===== config.mk =====
export PLATFORM = sky130hd
export DESIGN_NAME = booth16_mult_seq_flat
export DESIGN_NICKNAME = d
export VERILOG_FILES = /design/src/rtl/booth16_mult_seq_if.sv /design/src/rtl/booth16_mult_seq.sv /design/src/flat_wrapper.sv
export SDC_FILE = /design/constraint.sdc
export NUM_CORES = 1
export LEC_CHECK = 0
export BUFFER_PORTS_ARGS = -buffer_cell sky130_fd_sc_hd__buf_2
export CAP_MARGIN = 20
export CELL_PAD_IN_SITES_DETAIL_PLACEMENT = 2
export CELL_PAD_IN_SITES_GLOBAL_PLACEMENT = 2
export CORE_MARGIN = 5
export CORE_UTILIZATION = 41
export DETAILED_ROUTE_END_ITERATION = 8
export GPL_TIMING_DRIVEN = 0
export PLACE_DENSITY_LB_ADDON = 0.1
export SYNTH_ARGS = -nofsm -noshare
export SYNTH_HDL_FRONTEND = slang
export SYNTH_SLANG_ARGS = --single-unit

===== constraint.sdc =====
create_clock -name clk -period 19.3 [get_ports clk]
set_input_delay 0 -clock clk [delete_from_list [all_inputs] [get_ports clk]]
set_output_delay 0 -clock clk [all_outputs]
set_load 0.05 [all_outputs]

===== src/rtl/booth16_mult_seq_if.sv =====
// Operand/result handshake bundle for the sequential radix-16 Booth multiplier.
// The source drives operands and the consumer-side ready; the multiplier drives the rest.
interface booth16_mult_seq_if #(
  parameter int WIDTH = 16
);
  logic                 in_valid;
  logic                 in_ready;
  logic [WIDTH-1:0]     a;
  logic [WIDTH-1:0]     b;
  logic                 out_valid;
  logic                 out_ready;
  logic [2*WIDTH-1:0]   product;

  modport master (
    output in_valid, a, b, out_ready,
    input  in_ready, out_valid, product
  );

  modport slave (
    input  in_valid, a, b, out_ready,
    output in_ready, out_valid, product
  );
endinterface


===== src/rtl/booth16_mult_seq.sv =====
// Sequential signed multiplier: one radix-16 Booth digit per cycle, digit*a formed by shift/add
// and accumulated at weight 16^i. Latency is WIDTH/4 cycles from acceptance to out_valid.
module booth16_mult_seq #(
  parameter  int WIDTH = 16,
  localparam int N     = WIDTH / 4,
  localparam int IW    = $clog2(N)
) (
  input  logic                 clk,
  input  logic                 rst,
  input  logic                 flush,
  booth16_mult_seq_if.slave    bus,
  output logic                 busy,
  output logic [4:0]           digit,
  output logic [IW-1:0]        digit_idx
);

  typedef enum logic [1:0] {
    IDLE,
    RUN,
    DONE
  } state_t;

  state_t                r_state;
  state_t                w_stateNext;
  logic [WIDTH-1:0]      r_a;
  logic [WIDTH-1:0]      r_b;
  logic [2*WIDTH-1:0]    r_acc;
  logic [2*WIDTH-1:0]    r_product;
  logic [4:0]            r_digit;
  logic [IW-1:0]         r_idx;

  logic [IW-1:0]         w_idxNext;
  logic                  w_lastDigit;
  logic [3:0]            w_mag;
  logic [WIDTH+3:0]      w_aExt;
  logic [WIDTH+3:0]      w_partial;
  logic [WIDTH+3:0]      w_term;
  logic [2*WIDTH-1:0]    w_termExt;
  logic [2*WIDTH-1:0]    w_shifted;
  logic [2*WIDTH-1:0]    w_accNext;

  // Signed 4-bit value of {g4..g1} plus the borrow bit g0 gives the digit in [-8, +8].
  function automatic logic [4:0] recode(input logic [WIDTH-1:0] mult, input logic [IW-1:0] idx);
    logic [WIDTH:0] ext;
    logic [4:0]     g;
    ext = {mult, 1'b0};
    g   = ext[{idx, 2'b00} +: 5];
    return {g[4], g[4:1]} + {4'b0000, g[0]};
  endfunction

  assign w_idxNext   = r_idx + IW'(1);
  assign w_lastDigit = (r_idx == IW'(N - 1));

  assign w_mag     = r_digit[4] ? (4'd0 - r_digit[3:0]) : r_digit[3:0];
  assign w_aExt    = {{4{r_a[WIDTH-1]}}, r_a};
  assign w_partial = (w_mag[0] ? w_aExt        : '0)
                   + (w_mag[1] ? (w_aExt << 1) : '0)
                   + (w_mag[2] ? (w_aExt << 2) : '0)
                   + (w_mag[3] ? (w_aExt << 3) : '0);
  assign w_term    = r_digit[4] ? (~w_partial + 1'b1) : w_partial;
  assign w_termExt = {{(WIDTH-4){w_term[WIDTH+3]}}, w_term};
  assign w_shifted = w_termExt << {r_idx, 2'b00};
  assign w_accNext = r_acc + w_shifted;

  always_ff @(posedge clk or posedge rst) begin
    if (rst) begin
      r_state <= IDLE;
    end else begin
      r_state <= w_stateNext;
    end
  end

  // Handshake outputs are decoded from state only, so ready/valid never see the inputs combinationally.
  always_comb begin
    w_stateNext   = r_state;
    bus.in_ready  = 1'b0;
    bus.out_valid = 1'b0;
    busy          = 1'b0;
    case (r_state)
      IDLE: begin
        bus.in_ready = 1'b1;
        if (bus.in_valid) w_stateNext = RUN;
      end
      RUN: begin
        busy = 1'b1;
        if (w_lastDigit) w_stateNext = DONE;
      end
      DONE: begin
        bus.out_valid = 1'b1;
        if (bus.out_ready) w_stateNext = IDLE;
      end
      default: w_stateNext = IDLE;
    endcase
    if (flush) w_stateNext = IDLE;
  end

  // The registered digit always describes the one applied at the next edge, so digit 0 is loaded on acceptance.
  always_ff @(posedge clk or posedge rst) begin
    if (rst) begin
      r_a       <= '0;
      r_b       <= '0;
      r_acc     <= '0;
      r_product <= '0;
      r_digit   <= '0;
      r_idx     <= '0;
    end else if (flush) begin
      r_acc   <= '0;
      r_digit <= '0;
      r_idx   <= '0;
    end else begin
      case (r_state)
        IDLE: begin
          if (bus.in_valid) begin
            r_a     <= bus.a;
            r_b     <= bus.b;
            r_acc   <= '0;
            r_digit <= recode(bus.b, '0);
            r_idx   <= '0;
          end
        end
        RUN: begin
          r_acc <= w_accNext;
          if (w_lastDigit) begin
            r_product <= w_accNext;
            r_digit   <= '0;
            r_idx     <= '0;
          end else begin
            r_digit <= recode(r_b, w_idxNext);
            r_idx   <= w_idxNext;
          end
        end
        default: begin
        end
      endcase
    end
  end

  assign bus.product = r_product;
  assign digit       = r_digit;
  assign digit_idx   = r_idx;

endmodule

===== src/flat_wrapper.sv =====
// flat-port wrapper written by rule: the top's interface ports become plain ports
module booth16_mult_seq_flat 
#(
  parameter  int WIDTH = 16,
  localparam int N     = WIDTH / 4,
  localparam int IW    = $clog2(N)
)
  (clk, rst, flush, busy, digit, digit_idx, bus_in_valid, bus_a, bus_b, bus_out_ready, bus_in_ready, bus_out_valid, bus_product);
  booth16_mult_seq_if #(.WIDTH(WIDTH)) bus_i ();
  input  logic clk;
  input  logic rst;
  input  logic flush;
  output logic busy;
  output logic [4:0] digit;
  output logic [IW-1:0] digit_idx;
  input wire logic [$bits(bus_i.in_valid)-1:0] bus_in_valid;
  input wire logic [$bits(bus_i.a)-1:0] bus_a;
  input wire logic [$bits(bus_i.b)-1:0] bus_b;
  input wire logic [$bits(bus_i.out_ready)-1:0] bus_out_ready;
  output wire logic [$bits(bus_i.in_ready)-1:0] bus_in_ready;
  output wire logic [$bits(bus_i.out_valid)-1:0] bus_out_valid;
  output wire logic [$bits(bus_i.product)-1:0] bus_product;
  assign bus_i.in_valid = bus_in_valid;
  assign bus_i.a = bus_a;
  assign bus_i.b = bus_b;
  assign bus_i.out_ready = bus_out_ready;
  assign bus_in_ready = bus_i.in_ready;
  assign bus_out_valid = bus_i.out_valid;
  assign bus_product = bus_i.product;
  booth16_mult_seq #(.WIDTH(WIDTH)) u_core (.clk(clk), .rst(rst), .flush(flush), .bus(bus_i), .busy(busy), .digit(digit), .digit_idx(digit_idx));
endmodule

* Yosys cells after proc, flatten, opt, wreduce, memory -nomap -nowiden
Cells that the tools add are included.
** Word-level totals
- Bits in registers :: 105
- Latch bits :: 0
- Memory bits (writable) :: 0
- Bits in read-only memories :: 0
- Input port bits :: 37
- Output and inout bits :: 42
- Logic and storage cells :: 56
- Memories :: 0
** Cells by class
- Add/subtract/negate cells :: 8
- $mul :: 0
- Divide/modulo/power cells :: 0
- $lt $le $gt $ge :: 0
- Equality and inequality tests :: 6
- Shifts and indexed selects :: 2
- Muxes and demuxes :: 25
- Bitwise gates (word level) :: 2
- Reductions and logical operators :: 6
** Operators with widths (count)
- 20-bit two-way mux :: 5
- 32-bit two-way mux :: 2
- 32-bit case mux with 2 select lines :: 1
- 20-bit adder :: 3
- 32-bit adder :: 1
- 32-bit by 4-bit left shift with 32-bit output :: 1
- 20-bit by 1-bit adder with 20-bit output (second input constant) :: 1
- 20-bit NOT :: 1
- 17-bit by 5-bit variable part select with 5-bit output :: 1
- 5-bit two-way mux :: 3
- 2-bit two-way mux :: 7
- 5-bit case mux with 2 select lines :: 1
- 3-bit AND reduction :: 3
- 3-bit inequality test (second input constant) :: 2
- 2-bit case mux with 3 select lines :: 1
- 4-bit by 2-bit adder with 5-bit output :: 1
- 2-bit equality test (second input constant) :: 2
- 4-bit two-way mux :: 1
- 2-bit case mux with 2 select lines :: 1
- 1-bit by 4-bit subtractor with 4-bit output (first input constant) :: 1
- 1-bit two-way mux :: 3
- 3-bit by 2-bit inequality test with 1-bit output (second input constant) :: 1
- 3-bit nonzero test :: 1
- 2-bit by 1-bit adder with 2-bit output (second input constant) :: 1
- 4 further kinds :: 4

* Longest topological paths before layout
- Depth in word-level cells :: 13
- Gate-level depth with buffers :: 37
- Depth with buffers taken out :: 34

* Least setup slack after synthesis
OpenSTA, ideal clock, no wires.
- Path kind :: reg-to-reg
- Start point :: register u_core.r_digit[0], in the netlist u_core.digit[0]
- End point :: register u_core.r_product[30], in the netlist u_core.bus.product[30]
- Arrival time :: 8.422 ns
- Data required time :: 19.175 ns
- Slack :: 10.753 ns
- Stages on the path, launching flop included :: 32
- Clock period less this slack :: 8.547 ns
- Path through :: dfrtp_1 > clkbuf_1 > buf_1 > inv_1 > ha_1 > mux2i_1 > clkbuf_1 > nor2b_1 > fa_1 > inv_1 > fa_1 > inv_1 > ha_1 > or2_1 > o32a_1 > or4_1 > or3b_1 > o41ai_1 > xor2_1 > nor2_1 > a21oi_1 > mux2i_1 > ha_1 > a21o_1 > a21o_1 > a211oi_1 > o31ai_1 > a221o_1 > a311o_1 > a311oi_1 > xnor2_1 > mux2_2
** On the way
- Word-level cells in the longest chain between the ends :: 11
** Ends and longest elaborated chain
- start, declared :: line booth16_mult_seq.sv:29 : logic [4:0] r_digit;
- start signal, assigned :: line booth16_mult_seq.sv:117 : r_digit <= recode(bus.b, '0);
- start signal, assigned :: line booth16_mult_seq.sv:128 : r_digit <= recode(r_b, w_idxNext);
- 1-bit by 4-bit subtractor with 4-bit output :: line booth16_mult_seq.sv:54 : assign w_mag = r_digit[4] ? (4'd0 - r_digit[3:0]) : r_digit[3:0];
- 4-bit two-way mux * :: line booth16_mult_seq.sv:54
- 20-bit two-way mux (on tied branches) :: line booth16_mult_seq.sv:56, booth16_mult_seq.sv:57
- 20-bit adder :: line booth16_mult_seq.sv:57 : + (w_mag[1] ? (w_aExt << 1) : '0)
- 20-bit adder :: line booth16_mult_seq.sv:58 : + (w_mag[2] ? (w_aExt << 2) : '0)
- 20-bit adder * :: line booth16_mult_seq.sv:59 : + (w_mag[3] ? (w_aExt << 3) : '0);
- 20-bit NOT :: line booth16_mult_seq.sv:60 : assign w_term = r_digit[4] ? (~w_partial + 1'b1) : w_partial;
- 20-bit by 1-bit adder with 20-bit output :: line booth16_mult_seq.sv:60
- 20-bit two-way mux * :: line booth16_mult_seq.sv:60
- 32-bit by 4-bit left shift with 32-bit output * :: line booth16_mult_seq.sv:62 : assign w_shifted = w_termExt << {r_idx, 2'b00};
- 32-bit adder * :: line booth16_mult_seq.sv:63 : assign w_accNext = r_acc + w_shifted;
- end signal, assigned :: line booth16_mult_seq.sv:124 : r_product <= w_accNext;
- end, declared :: line booth16_mult_seq.sv:28 : logic [2*WIDTH-1:0] r_product;
Mark *: on every way between the ends. The rest lies on a longest branch, timed or not.
A chain may end at the register's enable or synchronous reset.

* Final worst setup path
- Start point :: register u_core.r_digit[0], in the netlist u_core.digit[0]
- End point :: register u_core.r_product[31], in the netlist u_core.bus.product[31]
The elaborated chain is that of the path after synthesis.

==> results.sh <==
export IMPL_vias_per_cell=5.57
export IMPL_r2r_slack_ns=8.59
export IMPL_first_pass_iters=4
export IMPL_slew_headroom=0.290
export IMPL_place_congestion=0.809
export IMPL_grt_overflow_total=0
export IMPL_antenna_found_initial=0
export IMPL_coreArea_um2=20900
export IMPL_finalPower_uw=1720
export IMPL_setup_viol=0
export IMPL_ir_worst_vdd_v=0.0000739
export IMPL_reg2reg_to="u_core.bus.product[31]"
export IMPL_finalCritPeriodShare=0.555
export IMPL_avgSynthCellArea_um2=9.27
export IMPL_start_util=0.413
export IMPL_grt_pass1_vias=8543
export IMPL_max_cap_violations=0
export IMPL_cts_buffers=9
export IMPL_dieArea_um2=24100
export IMPL_grt_usage=0.250
export IMPL_ys_warn_count=0
export IMPL_cp_max_fo=10
export IMPL_synthArstFlopShare=1.00
export IMPL_clk_pin_slew_ns=0.09
export IMPL_via_count=7437
export IMPL_rsz0062_at_grt="no"
export IMPL_synthFlopType="dfrtp_1"
export IMPL_slowest_delay_ns=0.81
export IMPL_tns_ns=0
export IMPL_cp_end_kind="register"
export IMPL_slowest_stage="mux2i_1"
export IMPL_io_pins=79
export IMPL_nets=1184
export IMPL_area_delta_synth_final_pct=16.4
export IMPL_ant_nets=0
export IMPL_worstPathArrival_ns=10.95
export IMPL_clock_sinks=105
export IMPL_cts_post_setup_buffers_inserted=0
export IMPL_drt_iter0_markers=242
export IMPL_fp_row_count=53
export IMPL_maxSlewViolCount=0
export IMPL_synth_seq_cells=105
export IMPL_clk_path_buf_depth=2
export IMPL_timing_hold_ws_ns=0.218
export IMPL_wl_um=29100
export IMPL_fin_crit_ns=10.71
export IMPL_dpl_hpwl_um=21000
export IMPL_grt_pass1_wl_um=47600
export IMPL_port_buffers=77
export IMPL_startpoint="u_core.digit[0]"
export IMPL_clk_latency_ns=0.38
export IMPL_leakage_uw=0.00483
export IMPL_ys_types=68
export IMPL_synth_area_um2=8630
export IMPL_reg2regPathDepth=34
export IMPL_cp_required_ns=19.54
export IMPL_synth_edf_count=0
export IMPL_grt_max_degree=67
export IMPL_wire_per_inst_um=21.8
export IMPL_cp_start_kind="register"
export IMPL_die_w_um=155
export IMPL_drc_errors=0
export IMPL_syn_nets=1059
export IMPL_status="finished clean"
export IMPL_hold_viol_final=0
export IMPL_cts_tree="yes"
export IMPL_max_freq_mhz=93.3
export IMPL_layout_drive_gt1_share=0.154
export IMPL_die_h_um=155
export IMPL_ys_seq_area_frac=0.304
export IMPL_utilization=0.481
export IMPL_htreeDepth=3
export IMPL_worst_setup_path_type="reg -> reg"
export IMPL_p_per_area_nw_per_um2=171
export IMPL_max_slew_worst_pin_slew_ns=1.04
export IMPL_n_antenna_cell=0
export IMPL_syn_inst=931
export IMPL_fin_skew_ns=0.0112
export IMPL_hold_class="in -> async"
export IMPL_cts_root_buf="clkbuf_16"
export IMPL_r2r_start="u_core.digit[0]"
==> critical path, delay by kind of cell (launching register included) <==
kind / cells / cell delay, ns
xor+xnor: 4 / 0.99
compound gates: 10 / 2.52
simple gates: 5 / 1.26
fa+ha+maj: 5 / 1.95
flops: 1 / 0.42
mux: 3 / 1.47
buf+inv: 7 / 1.94
==> per-layer routing <==
metal | GRT usage | vias up | part of all wire
met3 | 0.0353 | 42 | 0.020
li1 | - | 3475 | -
met4 | 0.0774 | 0 | 0.029
met2 | 0.459 | 104 | 0.53
met5 | 0 | - | 0
met1 | 0.302 | 3816 | 0.42
==> cell usage after synthesis (all sizes together) (4+ instances only) <==
master,number,area share
o41ai,4,0.0049
a21oi,48,0.028
o21ai,70,0.041
and3,5,0.0036
a22o,20,0.020
xor2,35,0.036
dfrtp,105,0.30
o31ai,9,0.0084
o21a,11,0.0096
nor2,48,0.021
mux4,4,0.010
mux2i,11,0.013
o21bai,5,0.0043
and2,8,0.0058
nor2b,55,0.040
a211oi,12,0.012
nor3,7,0.0041
a211o,5,0.0051
a31oi,10,0.0072
xnor2,34,0.034
nand2b,12,0.0087
nand2,84,0.037
fa,35,0.081
buf,8,0.0046
inv,78,0.034
mux2,48,0.063
o22ai,5,0.0036
clkbuf,31,0.014
a21o,16,0.014
ha,56,0.081
nand3,10,0.0058
==> how the worst max path moves through the flow <==
stage	to	slack (ns)	cells past startpoint
final	u_core.bus.product[31]	8.59	34
after detailed placement	u_core.bus.product[31]	8.71	34
after CTS	u_core.bus.product[31]	8.61	34
after floorplan	u_core.bus.product[30]	10.75	31
after global routing	u_core.bus.product[31]	7.89	34
after global placement	u_core.bus.product[30]	8.99	31
==> metrics by stage <==
stage | area, um^2 | setup slack [ns] | instances
floorplan | 8630 | 10.75 | 931
detailed placement | 9400 | 8.71 | 1285
finish | 10000 | 8.59 | 1335
CTS | 10000 | 8.61 | 1335
global route | 10000 | 7.89 | 1335
global placement | 9360 | 8.99 | 1283
==> what timing repair did <==
item,4_1_cts,5_1_grt
hold buffers,35,0
resized for setup,0,0
hold endpoints to repair,74,0
endpoints found under the setup margin,0,0
==> cells by family after synthesis <==
logic type,share of synthesized area
adders and majority gates,0.162
AOI/OAI and AO/OA,0.183
DFF,0.304
muxes,0.0858
xor gates and xnor gates,0.0700
and+or+nand+nor,0.142
buffers and inverters,0.0522
==> power by group <==
part           internal [uW]  total (uW)  switching (uW)
combinational            451        1220             765
sequential               267         309            41.5
clock                   90.4         193             103
total                    808        1720             909
==> layout make-up <==
cell class	count	area, um^2
tap	275	344
inverter	78	295
multi-input combinational	709	5560
buffer	39	158
clock buffer	9	225
timing repair buffer	114	774
sequential	105	2630
clock inverter	6	66.3
fill	2288	10800
==> layout by cell type, fill, tap and decap left out, types with 10 or more instances in the layout <==
cell type and instances:
mux2i_1 11, a211oi_1 10, a21o_1 16, nor2b_1 55, mux2_2 48, a31oi_1 10
nand3_1 10, nand2_1 84, nor2_1 48, a22o_1 20, xnor2_1 34, xor2_1 35
fa_1 35, a21oi_1 47, inv_1 76, ha_1 56, o21ai_0 69, dfrtp_1 105
o21a_1 11, buf_2 79, dlygate4sd3_1 35, clkbuf_1 30, nand2b_1 12
==> flip-flops by register name (all words and copies together), names as in the netlist <==
name / count
u_core.r_a: 16
u_core.r_acc: 32
u_core.digit_idx: 2
u_core.digit: 5
u_core.r_b: 16
u_core.r_state: 2
u_core.bus.product: 32
Power figures use the tool's default switching activity.
